## src/rtl/imem_arb_pkg.sv

```systemverilog
`default_nettype none
// ---------------------------------------------------------------------------
// imem_arb_pkg : shared encodings for the instruction-memory arbiter
// Rev 1.0
// ---------------------------------------------------------------------------
package imem_arb_pkg;

   localparam logic [1:0] IDLE = 2'd0;
   localparam logic [1:0] WAIT = 2'd1;
   localparam logic [1:0] RESP = 2'd2;

   localparam logic PORT_F = 1'b0;
   localparam logic PORT_L = 1'b1;

   // Wide enough for a load value of MEM_LAT-1 with MEM_LAT up to 4
   localparam int LAT_CNT_W = 2;

   // Single requester wins outright; on a tie the port not served last wins
   function automatic logic pick_port(input logic req_f, input logic req_l,
                                      input logic last_port);
      if (req_f && req_l)
         return (last_port == PORT_L) ? PORT_F : PORT_L;
      else if (req_l)
         return PORT_L;
      else
         return PORT_F;
   endfunction

endpackage
`default_nettype wire

```

## src/rtl/imem_arb_lat_counter.sv

```systemverilog
`default_nettype none
// ---------------------------------------------------------------------------
// imem_arb_lat_counter : memory-latency down-counter, flags expiry at zero
// Rev 1.0
// ---------------------------------------------------------------------------
module imem_arb_lat_counter
   import imem_arb_pkg::*;
#(
   parameter int MEM_LAT = 2
) (
   input  logic clock,
   input  logic reset,
   input  logic load,
   input  logic dec,
   output logic expired
);

   localparam logic [LAT_CNT_W-1:0] c_load_val = LAT_CNT_W'(MEM_LAT - 1);

   logic [LAT_CNT_W-1:0] r_cnt;

   always_ff @(posedge clock or negedge reset) begin
      if (!reset)
         r_cnt <= '0;
      else if (load)
         r_cnt <= c_load_val;
      else if (dec && (r_cnt != '0))
         r_cnt <= r_cnt - 1'b1;
   end

   assign expired = (r_cnt == '0);

endmodule
`default_nettype wire

```

## src/rtl/imem_arbiter.sv

```systemverilog
`default_nettype none
// ---------------------------------------------------------------------------
// imem_arbiter : fetch/loader arbiter for a single-port instruction memory.
// Define IMEM_ARB_RR_EN for round-robin ties; otherwise fetch always wins.
// Rev 1.0
// ---------------------------------------------------------------------------
module imem_arbiter
   import imem_arb_pkg::*;
#(
   parameter int ADDR_W  = 32,
   parameter int DATA_W  = 32,
   parameter int MEM_LAT = 2
) (
   input  logic              clock,
   input  logic              reset,
   input  logic              f_req,
   input  logic [ADDR_W-1:0] f_addr,
   input  logic              f_flush,
   output logic              f_gnt,
   output logic              f_rvalid,
   output logic [DATA_W-1:0] f_rdata,
   input  logic              l_req,
   input  logic              l_we,
   input  logic [ADDR_W-1:0] l_addr,
   input  logic [DATA_W-1:0] l_wdata,
   output logic              l_gnt,
   output logic              l_rvalid,
   output logic [DATA_W-1:0] l_rdata,
   output logic              m_en,
   output logic              m_we,
   output logic [ADDR_W-1:0] m_addr,
   output logic [DATA_W-1:0] m_wdata,
   input  logic [DATA_W-1:0] m_rdata,
   output logic              busy
);

   logic [1:0]        r_state;
   logic              r_port;
   logic              r_flushed;
   logic              r_m_en;
   logic              r_m_we;
   logic [ADDR_W-1:0] r_m_addr;
   logic [DATA_W-1:0] r_m_wdata;
   logic [DATA_W-1:0] r_cap;
   logic [DATA_W-1:0] r_f_hold;
   logic [DATA_W-1:0] r_l_hold;

   logic              w_gnt_any;
   logic              w_win;
   logic              w_sel_we;
   logic [ADDR_W-1:0] w_sel_addr;
   logic [DATA_W-1:0] w_sel_wdata;
   logic              w_resp;
   logic              w_lat_expired;

`ifdef IMEM_ARB_RR_EN
   logic r_last;

   always_ff @(posedge clock or negedge reset) begin
      if (!reset)
         r_last <= PORT_L;
      else if (w_gnt_any)
         r_last <= w_win;
   end

   assign w_win = pick_port(f_req, l_req, r_last);
`else
   assign w_win = pick_port(f_req, l_req, PORT_L);
`endif

   // Reset is folded in so combinational outputs are quiet while it is held
   assign w_gnt_any   = reset && (r_state == IDLE) && (f_req || l_req);
   assign w_sel_we    = (w_win == PORT_L) ? l_we    : 1'b0;
   assign w_sel_addr  = (w_win == PORT_L) ? l_addr  : f_addr;
   assign w_sel_wdata = (w_win == PORT_L) ? l_wdata : '0;

   assign f_gnt   = w_gnt_any && (w_win == PORT_F);
   assign l_gnt   = w_gnt_any && (w_win == PORT_L);
   assign m_en    = w_gnt_any || r_m_en;
   assign m_we    = w_gnt_any ? w_sel_we    : r_m_we;
   assign m_addr  = w_gnt_any ? w_sel_addr  : r_m_addr;
   assign m_wdata = w_gnt_any ? w_sel_wdata : r_m_wdata;

   assign w_resp   = (r_state == RESP);
   assign f_rvalid = w_resp && (r_port == PORT_F) && !r_flushed && !f_flush;
   assign l_rvalid = w_resp && (r_port == PORT_L);
   assign f_rdata  = f_rvalid ? r_cap : r_f_hold;
   assign l_rdata  = l_rvalid ? r_cap : r_l_hold;
   assign busy     = (r_state != IDLE);

   imem_arb_lat_counter #(
      .MEM_LAT (MEM_LAT)
   ) u_lat_cnt (
      .clock   (clock),
      .reset   (reset),
      .load    (w_gnt_any),
      .dec     (r_state == WAIT),
      .expired (w_lat_expired)
   );

   always_ff @(posedge clock or negedge reset) begin
      if (!reset) begin
         r_state   <= IDLE;
         r_port    <= PORT_F;
         r_flushed <= 1'b0;
         r_m_en    <= 1'b0;
         r_m_we    <= 1'b0;
         r_m_addr  <= '0;
         r_m_wdata <= '0;
         r_cap     <= '0;
         r_f_hold  <= '0;
         r_l_hold  <= '0;
      end else begin
         case (r_state)
            IDLE: begin
               if (w_gnt_any) begin
                  r_state   <= WAIT;
                  r_port    <= w_win;
                  r_flushed <= (w_win == PORT_F) && f_flush;
                  r_m_en    <= 1'b1;
                  r_m_we    <= w_sel_we;
                  r_m_addr  <= w_sel_addr;
                  r_m_wdata <= w_sel_wdata;
               end
            end
            WAIT: begin
               if ((r_port == PORT_F) && f_flush)
                  r_flushed <= 1'b1;
               if (w_lat_expired) begin
                  r_state <= RESP;
                  r_m_en  <= 1'b0;
                  r_cap   <= r_m_we ? '0 : m_rdata;
               end
            end
            RESP: begin
               r_state <= IDLE;
               if (f_rvalid)
                  r_f_hold <= r_cap;
               if (l_rvalid)
                  r_l_hold <= r_cap;
            end
            default: r_state <= IDLE;
         endcase
      end
   end

endmodule
`default_nettype wire

```

## config.mk

```make
export PLATFORM = sky130hd
export DESIGN_NAME = imem_arbiter
export DESIGN_NICKNAME = d
export VERILOG_FILES = /design/src/rtl/imem_arb_pkg.sv /design/src/rtl/imem_arb_lat_counter.sv /design/src/rtl/imem_arbiter.sv
export SDC_FILE = /design/constraint.sdc
export NUM_CORES = 1
export LEC_CHECK = 0
export ABC_AREA = 0
export ABC_CLOCK_PERIOD_IN_PS = 1700
export BUFFER_PORTS_ARGS = -buffer_cell sky130_fd_sc_hd__buf_2
export CORE_ASPECT_RATIO = 0.5
export CORE_MARGIN = 10
export CORE_UTILIZATION = 46
export DETAILED_ROUTE_END_ITERATION = 8
export MAX_ROUTING_LAYER = met4
export PLACE_DENSITY = 0.79
export RECOVER_POWER = 25
export SYNTH_ARGS = -nofsm -noshare
export SYNTH_HDL_FRONTEND = slang
export SYNTH_SLANG_ARGS = --single-unit
```

## constraint.sdc

```tcl
create_clock -name clock -period 1.7 [get_ports clock]
set_clock_uncertainty 0.05 [all_clocks]
set_input_delay 0.17 -clock clock [delete_from_list [all_inputs] [get_ports clock]]
set_output_delay 0.17 -clock clock [all_outputs]
set_load 0.1 [all_outputs]
```

## Word-level counts from Yosys, hierarchy flattened

Index checks and enable logic that the tools add are counted.
Widths: inputs -> output; s select.

| word-level totals | value |
|---|---|
| input bits | 134 |
| bits in registers | 168 |
| output and inout bits | 135 |
| logic and storage cells | 68 |

| cells by class | value |
|---|---|
| reductions and logical operators | 27 |
| eq/ne operators | 5 |
| multiplexer cells | 22 |
| add/subtract/negate cells | 1 |
| bitwise logic cells | 2 |

Operators with widths:

| cell | count |
|---|---|
| $mux 32 | 7 |
| $logic_and 1x1->1 | 12 |
| $mux 1 | 8 |
| $mux 2 | 4 |
| $reduce_bool 2->1 | 4 |
| $ne 2x2->1 const B | 3 |
| $reduce_and 2->1 | 3 |
| $reduce_and 3->1 | 2 |
| $logic_not 2->1 | 2 |
| $pmux 1 s2 | 2 |
| $pmux 2 s2 | 1 |
| $eq 2x1->1 const B | 1 |
| $eq 2x2->1 const B | 1 |
| $logic_not 1->1 | 2 |
| $logic_or 1x1->1 | 2 |
| $not 1->1 | 2 |
| $sub 2x1->2 const B | 1 |

## Longest topological paths before layout

Gate-level depths: netlist of the first run.

| logic depth | value |
|---|---|
| depth after elaboration | 6 |
| gate-level depth with buffers | 7 |
| mapped depth without buffers | 5 |

## Hierarchy

From an unflattened synthesis of the first run, not the netlist that was laid out.

| second synthesis, totals | value |
|---|---|
| cell total of the unflattened synthesis | 697 |
| area, all modules | 8524.4 µm² |

Modules (own cells, without submodules):

| module | seq. area each (µm²) | area an instance (µm²) | times used | cells each |
|---|---|---|---|---|
| imem_arbiter | 4154.0 | 8408.1 | 1 | 686 |
| imem_arb_lat_counter | 50.0 | 116.4 | 1 | 11 |

## Least setup slack after synthesis of the first run

Ideal clock, no wire load.

| timing path | value |
|---|---|
| path kind | flip-flop to output port |
| start | reg r_state[0] |
| end | out m_wdata[13] |
| path slack | -0.811 ns |
| data required time | 1.480 ns |
| arrival | 2.291 ns |
| cell stages (with the launch flop) | 6 |
| path buffers | 2 |
| cell sequence | dfrtp_1 nor3b_2 and2_1 buf_2 buf_2 a22o_1 |

| on the way | value |
|---|---|
| cells in the longest elaborated chain, start to end | 4 |

Ends and longest elaborated chain:

| what | line | RTL |
|---|---|---|
| start: declaration | imem_arbiter.sv:37 | `logic [1:0] r_state;` |
| start signal: assignment | imem_arbiter.sv:103 | `r_state <= IDLE;` |
| start signal: assignment | imem_arbiter.sv:117 | `r_state <= WAIT;` |
| start signal: assignment | imem_arbiter.sv:130 | `r_state <= RESP;` |
| $logic_not 2->1 | imem_arbiter.sv:72 | `assign w_gnt_any = reset && (r_state == IDLE) && (f_req \|\| l_req);` |
| $logic_and 1x1->1 (2 in a row) | imem_arbiter.sv:72 |  |
| $mux 32 | -- |  |
| end: declaration | imem_arbiter.sv:32 | `output logic [DATA_W-1:0] m_wdata,` |

Every way passes these cells.

## Worst setup path in the final report of the first run

| timing path | value |
|---|---|
| start | reg r_state[1] |
| end | out m_wdata[12] |

Same word-level chain as after synthesis.

==> impl_metrics.yaml, run 1 <==
timing:
  fin_tns_setup_ns: -125.57
  fin_ws_ns: -0.8193
  rsz0062_at_grt: "yes"
  fin_crit_sh_pct: 148.2
  hold_viol_final: 0
  clock.fmax_mhz: 396.9
  maxSlewHeadroom_pct: -5.239
  worst_hold_slack_ns: 0.07678
  tightest_slew_ns: 1.579
  drv_slew: 170
  fin_crit_ns: 2.519
  setup_viol: 269
hold_path:
  holdCritPathClass: "primary input to flop"
  hold_depth: 3
  min_from: "f_addr[11]"
  holdPathEnd: "r_m_addr[11]"
routing:
  drt_iter0_drc: 629
  wl_um: 39000
  vias: 7819
  antenna_left: 0
  dr.pass1.iters: 5
  vias_per_cell: 5.826
  drc: 0
  wl_per_cell_um: 29.06
critical_path:
  required_ns: 1.48
  rrSetupSlack_ns: -0.57
  endpoint_kind: "output port"
  crit_type: "flop to output port"
  timing.rr.end: "r_m_addr[8]"
  critPathMaxFanout: 8
  worstSetupStartpoint: "r_state[1]"
  worstSetupStartpointType: "flop"
  critPathArrivalTime_ns: 2.30
  r2r.worst_path.cells: 11
  regToRegStartpoint: "r_state[1]"
placement:
  portBuffers: 268
  post_dp_cell_area_um2: 12430
  place.gp.congestion: 0.8127
  place_ws_ns: -0.4182
  dp_hpwl_um: 17970
floorplanning:
  dieArea_um2: 24060
  die_y_um: 114.8
  fp.dieW_um: 209.6
  top_level_ports: 269
  initial_core_util_pct: 47.29
  coreArea_um2: 17480
  row_count: 34
yosys:
  yosysSeqAreaShare_pct: 50.84
  synth_area_um2: 8269
  ys_types: 29
  syn-num-nets: 770
  avgSynthCellArea_um2: 13.02
  ys_seq_elements: 168
  synth_cells: 635
  yosys_warnings: 0
flow_run:
  cap_violations: 1
clock_network:
  clk_latency_ns: 0.43
  cts_buffers: 17
  cts_max_path_buffers: 2
  h-tree-depth: 4
  clock-root-buffer: "clkbuf_16"
  clock_sinks: 168
  cts_tree: "done"
  path_clk_slew_ns: 0.08
  cts_hold_buffers: 66
global_routing:
  antenna_found_initial: 4
  grt-ovfl-total: 0
  track_usage_pct: 29.17
  grt_pass1_vias: 8403
  grt_first_pass_wirelength_um: 52860
  grt_max_degree: 170
layout:
  register_area_um2: 4205
  fillers: 632
  synthToLayoutAreaGrowth_pct: 88.71
  final_cell_mix: "dfrtp_1 (167), buf_12 (151), buf_2 (133)"
  multi_input_area_um2: 4597
  final_layout_size_suffix_gt1_share_pct: 63.97
  final_area_um2: 15610
  nets: 1221
  final_common_cell: "dfrtp_1"
status:
  violations: "capacitance limit, slew limit, setup timing"
  outcome: "finished with violations"
-- critical path, stage by stage, from the launching register on --
cell and delay [ns]:
dfrtp_1 0.46, nor3b_4 0.29, buf_4 0.18, buf_6 0.11, o21ai_4 0.13, buf_6 0.16
buf_8 0.13, a22o_4 0.23, buf_12 0.16
-- routing by layer --
layer,GRT usage [%],up-vias,part of all wire (%)
met5,-,-,0
met4,15.29,0,6.9
met3,6.064,190,6.3
met2,51.85,463,51
met1,30.47,3938,36
li1,-,3228,-
-- worst max path at each step --
stage                              to  cells past startpoint
after floorplan           f_rdata[22]                      5
after global placement    f_rdata[17]                      5
after detailed placement   f_rdata[3]                      5
after CTS                 f_rdata[27]                      7
after global routing       f_rdata[5]                      7
final                     m_wdata[12]                      8
-- sequential cells by signal, summed over array words and instances (netlist names) --
| name | count |
|---|---|
| r_cap | 32 |
| r_f_hold | 32 |
| r_flushed | 1 |
| r_l_hold | 32 |
| r_m_addr | 32 |
| r_m_en | 1 |
| r_m_wdata | 32 |
| r_m_we | 1 |
| r_port | 1 |
| r_state | 2 |
| u_lat_cnt.r_cnt | 2 |
-- metrics by stage --
step,std cells,utilization [%]
final,1342,89.25
after global routing,1339,89.21
after CTS,1314,87.98
after detailed placement,1139,71.07
after global placement,1139,71.07
after floorplan,635,-
-- kinds of logic after synthesis --
logic type | share of synthesized area (%)
buffers and inverters | 3.752
XOR/XNOR | 0.1059
multiplexers | 30.62
flip-flops | 50.84
AO/OA/AOI/OAI | 9.381
AND/OR/NAND/NOR | 5.145
adder cells (fa/ha/maj) | 0.1513
-- synthesized netlist by cell type --
| cell type | n | area share (%) |
|---|---|---|
| nor3b_2 | 1 | 0.15 |
| buf_6 | 8 | 1.1 |
| o21ai_0 | 32 | 1.9 |
| and2_1 | 1 | 0.076 |
| buf_2 | 20 | 1.2 |
| nand3b_1 | 2 | 0.18 |
| xnor2_1 | 1 | 0.11 |
| buf_4 | 4 | 0.36 |
| nand2_1 | 37 | 1.7 |
| a21o_1 | 1 | 0.091 |
| or3_1 | 1 | 0.076 |
| o21a_1 | 1 | 0.091 |
| or2_2 | 2 | 0.15 |
| ha_1 | 1 | 0.15 |
| nor2_1 | 1 | 0.045 |
| nor3b_1 | 1 | 0.091 |
| nand2b_1 | 33 | 2.5 |
| mux2_2 | 175 | 24 |
| mux2i_1 | 1 | 0.12 |
| nor2b_1 | 1 | 0.076 |
| a211oi_1 | 1 | 0.091 |
| mux2_1 | 49 | 6.7 |
| clkbuf_1 | 18 | 0.82 |
| inv_1 | 6 | 0.27 |
| o21ai_1 | 1 | 0.060 |
| nor3_2 | 1 | 0.12 |
| dfrtp_1 | 168 | 51 |
| a22o_1 | 66 | 7.0 |
| a32o_1 | 1 | 0.12 |
-- cell type report --
class,instances,area share (%)
Timing Repair Buffer,482,37.60
Tap cell,234,1.876
Antenna cell,9,0.1443
Clock buffer,18,2.814
Clock inverter,14,0.9702
Sequential cell,168,26.95
Inverter,6,0.1844
Multi-Input combinational cell,411,29.46
-- what timing repair did --
item                                   in CTS  in global routing
resized for setup                         213                 80
setup endpoints to repair                 217                266
pin swaps                                   5                 23
cloned                                     15                  3
setup buffers                              65                 41
endpoints found under the hold margin     234                 82
Power of run 1 is not shown: default switching activity piles up to over one toggle a cycle in this logic, so the estimate is an artifact.
==> run 2, diff against run 1 <==
--- a/config.mk
+++ b/config.mk
@@ -14,6 +14,7 @@
 export DETAILED_ROUTE_END_ITERATION = 8
 export MAX_ROUTING_LAYER = met4
-export PLACE_DENSITY = 0.79
+export PLACE_DENSITY = 0.76
 export RECOVER_POWER = 25
+export SKIP_LAST_GASP = 1
 export SYNTH_ARGS = -nofsm -noshare
 export SYNTH_HDL_FRONTEND = slang
==> constraint.sdc (replaced) <==
create_clock -name clock -period 1.7 [get_ports clock]
set_clock_uncertainty 0.05 [all_clocks]
set_input_delay 0 -clock clock [delete_from_list [all_inputs] [get_ports clock]]
set_output_delay 0 -clock clock [all_outputs]
set_load 0.1 [all_outputs]
==> impl_metrics.yaml, run 2 <==
yosys:
  synth_area_um2: 8269
  synth.most_common_cell: "mux2_2"
  syn-num-nets: 770
  yosysSeqAreaShare_pct: 50.84
  yosys_warnings: 0
  synth_flop_cell: "dfrtp_1"
  synth_cells: 635
  postSynth.asyncResetShare_pct: 100.0
  ys_types: 29
  synth.area.top_cells: "dfrtp_1 (51%), mux2_2 (24%), a22o_1 (7.0%), mux2_1 (6.7%), nand2b_1 (2.5%)"
  synth_top_area_share_pct: 50.84
  ys_seq_elements: 168
  synth_edf_count: 0
  ys_top_cells_by_count: "mux2_2 (175), dfrtp_1 (168), a22o_1 (66), mux2_1 (49), nand2_1 (37)"
  yosys.area.top_type: "dfrtp_1"
  avgSynthCellArea_um2: 13.02
clock_network:
  cts_buffers: 17
  clock_sinks: 168
  clock-root-buffer: "clkbuf_16"
  cts_max_path_buffers: 2
  h-tree-depth: 4
placement:
  dp_cells: 1128
  post_dp_cell_area_um2: 12150
  portBuffers: 268
  dp_hpwl_um: 17690
  place.gp.congestion: 0.7735
floorplanning:
  die_y_um: 114.8
  row_count: 34
  top_level_ports: 269
  initial_core_util_pct: 47.29
  fp.dieW_um: 209.6
status:
  tool.error: "[ERROR GRT-0232] Routing congestion too high. Check the congestion heatmap in the GUI."
  outcome: "did not finish"
  failed_stage: "global routing"
global_routing:
  antenna_found_initial: 11
  track_usage_pct: 69.64
  grt-ovfl-total: 98
  grt_max_degree: 73
timing:
  grt-worst-endpoint: "f_rdata[15]"
  worst-ep-kind: "output port"
## run 2: cell counts after synthesis
No cell type changed its count.
## run 2: metrics by stage
| stage | setup slack (ns) | utilization (%) | hold WS, ns | setup TNS [ns] |
|---|---|---|---|---|
| floorplan | -0.1023 | - | -0.3456 | -2.662 |
| global placement | -0.2795 | 69.49 | 0.05430 | -12.83 |
| detailed placement | -0.3086 | 69.49 | 0.05109 | -15.10 |
| CTS | -0.6097 | 91.12 | 0.001565 | -92.27 |
## run 2: per-layer routing
metal,GRT overflow,global-route usage (%)
met1,0,67.15
met3,0,53.68
met4,46,71.32
met2,52,84.59
met5,-,-
## run 2: kinds of logic after synthesis
logic type / synth area share, %
flops: 50.84
xor+xnor: 0.1059
compound gates: 9.381
buf+inv: 3.752
simple gates: 5.145
fa+ha+maj: 0.1513
mux: 30.62
## run 2: what timing repair did
action                     CTS
hold buffers               132
buffers inserted            73
setup endpoints to repair  173
gates resized for setup    213
hold endpoints to repair   267
cloned                      18
pin swaps                    3
==> run 3, diff against run 2 <==
Settings changed: ABC_CLOCK_PERIOD_IN_PS 1700 to 2200, CORE_ASPECT_RATIO 0.5 to default, CORE_UTILIZATION 46 to 40, MAX_ROUTING_LAYER met4 to default, PLACE_DENSITY 0.76 to default, PLACE_DENSITY_LB_ADDON from default to 0.15.
Clock period 1.7 ns to 2.2 ns, I/O delays scaled along.
==> impl_metrics.yaml, run 3 (synthesis gave the netlist of run 1 again) <==
global_routing:
  grt-ovfl-total: 0
  grt_max_degree: 170
  track_usage_pct: 18.85
  antenna_found_initial: 1
  grt_first_pass_wirelength_um: 40040
  grt_pass1_vias: 7194
clock_network:
  h-tree-depth: 4
  cts_buffers: 17
  cts_max_path_buffers: 2
  path_clk_slew_ns: 0.06
  cts_tree: "done"
  clock-root-buffer: "clkbuf_16"
  clk_latency_ns: 0.42
  clock_sinks: 168
timing:
  fin_ws_ns: -0.05307
  maxSlewHeadroom_pct: 34.83
  drv_slew: 0
  worst_hold_slack_ns: 0.1600
  hold_viol_final: 0
  fin_tns_setup_ns: -0.5739
  clock.fmax_mhz: 443.8
  fin_crit_sh_pct: 102.4
  fin_crit_ns: 2.253
  rsz0062_at_grt: "yes"
  tightest_slew_ns: 0.9775
  setup_viol: 27
layout:
  fillers: 1370
  synthToLayoutAreaGrowth_pct: 73.20
  final_layout_size_suffix_gt1_share_pct: 53.82
  nets: 1196
  final_area_um2: 14320
  final_cell_mix: "mux2_2 (170), dfrtp_1 (168), buf_2 (135)"
  multi_input_area_um2: 3944
  register_area_um2: 4204
  final_common_cell: "mux2_2"
critical_path:
  endpoint_kind: "output port"
  crit_type: "flop to output port"
  worstSetupStartpointType: "flop"
  slowest_delay_ns: 0.38
  critPathMaxFanout: 6
  cpMaxStageDelayCell: "dfrtp_1"
  crit_top_cell: "buf_6"
  critPathArrivalTime_ns: 2.20
  crit_chain: "or3_4 -> nor3_4 -> buf_6 -> buf_12 -> mux2_1 -> buf_6"
  required_ns: 2.15
floorplanning:
  dieArea_um2: 26820
  die_y_um: 163.8
  fp.dieW_um: 163.8
  top_level_ports: 269
  coreArea_um2: 20300
  initial_core_util_pct: 40.74
  row_count: 52
routing:
  wl_per_cell_um: 20.34
  drt_iter0_drc: 344
  antenna_left: 0
  vias_per_cell: 5.059
  vias: 6804
  drc: 0
  dr.pass1.iters: 5
  wl_um: 27360
placement:
  place.gp.congestion: 0.7631
  dp_hpwl_um: 15450
  portBuffers: 268
  post_dp_cell_area_um2: 10970
status:
  outcome: "finished with violations"
  violations: "setup timing"
hold_path:
  holdCritPathClass: "primary input to flop"
flow_run:
  cap_violations: 0
## run 3: what timing repair did
item                                   CTS  global route
hold buffers                           134             0
resized for setup                       75           232
pin swaps                                1             2
setup buffers                           17             8
endpoints found under the hold margin  269             0
setup endpoints to repair               94           140
gates cloned                             7             5
## run 3: final cells by class
type / count / share of cell area (%)
Antenna cell: 1 / 0.01747
Inverter: 6 / 0.1572
Clock buffer: 18 / 3.066
Tap cell: 270 / 2.359
Timing Repair Buffer: 457 / 36.06
Sequential cell: 168 / 29.35
Multi-Input combinational cell: 411 / 27.54
Clock inverter: 14 / 1.450
## run 3: final timing paths
kind | from | end | slack (ns) | depth (start not counted)
max | r_flushed | f_rdata[5] | -0.05 | 6
min | l_req | u_lat_cnt.r_cnt[1] | 0.16 | 5
max reg2reg | r_flushed | r_f_hold[30] | 0 | 10
min reg2reg | r_m_en | r_m_en | 0.42 | 2
max in group asynchronous | reset | r_m_wdata[30] | 0.95 | 3
min in group asynchronous | reset | r_m_addr[3] | 0.41 | 3
## run 3: routing by layer
layer	wire, um	vias up	GRT usage, %
li1	-	3161	-
met1	10310	3385	21.39
met2	14540	218	32.58
met3	1928	40	6.383
met4	580	0	6.296
met5	0	-	0
## run 3: through the flow
stage	cells	util [%]	setup slack [ns]
2_1_floorplan	635	-	0.03144
3_3_place_gp	1143	54.04	0.2750
3_5_place_dp	1143	54.04	0.2492
4_1_cts	1333	66.65	-0.1495
5_1_grt	1344	70.54	-0.1379
6_report	1345	70.56	-0.05307
## run 3: critical path: cells and delay by family, from the launching register on
family / cells / cell delay (ns)
simple gates: 2 / 0.53
buf+inv: 3 / 0.53
flops: 1 / 0.38
mux: 1 / 0.35
Power of run 3 is left out for the same reason.
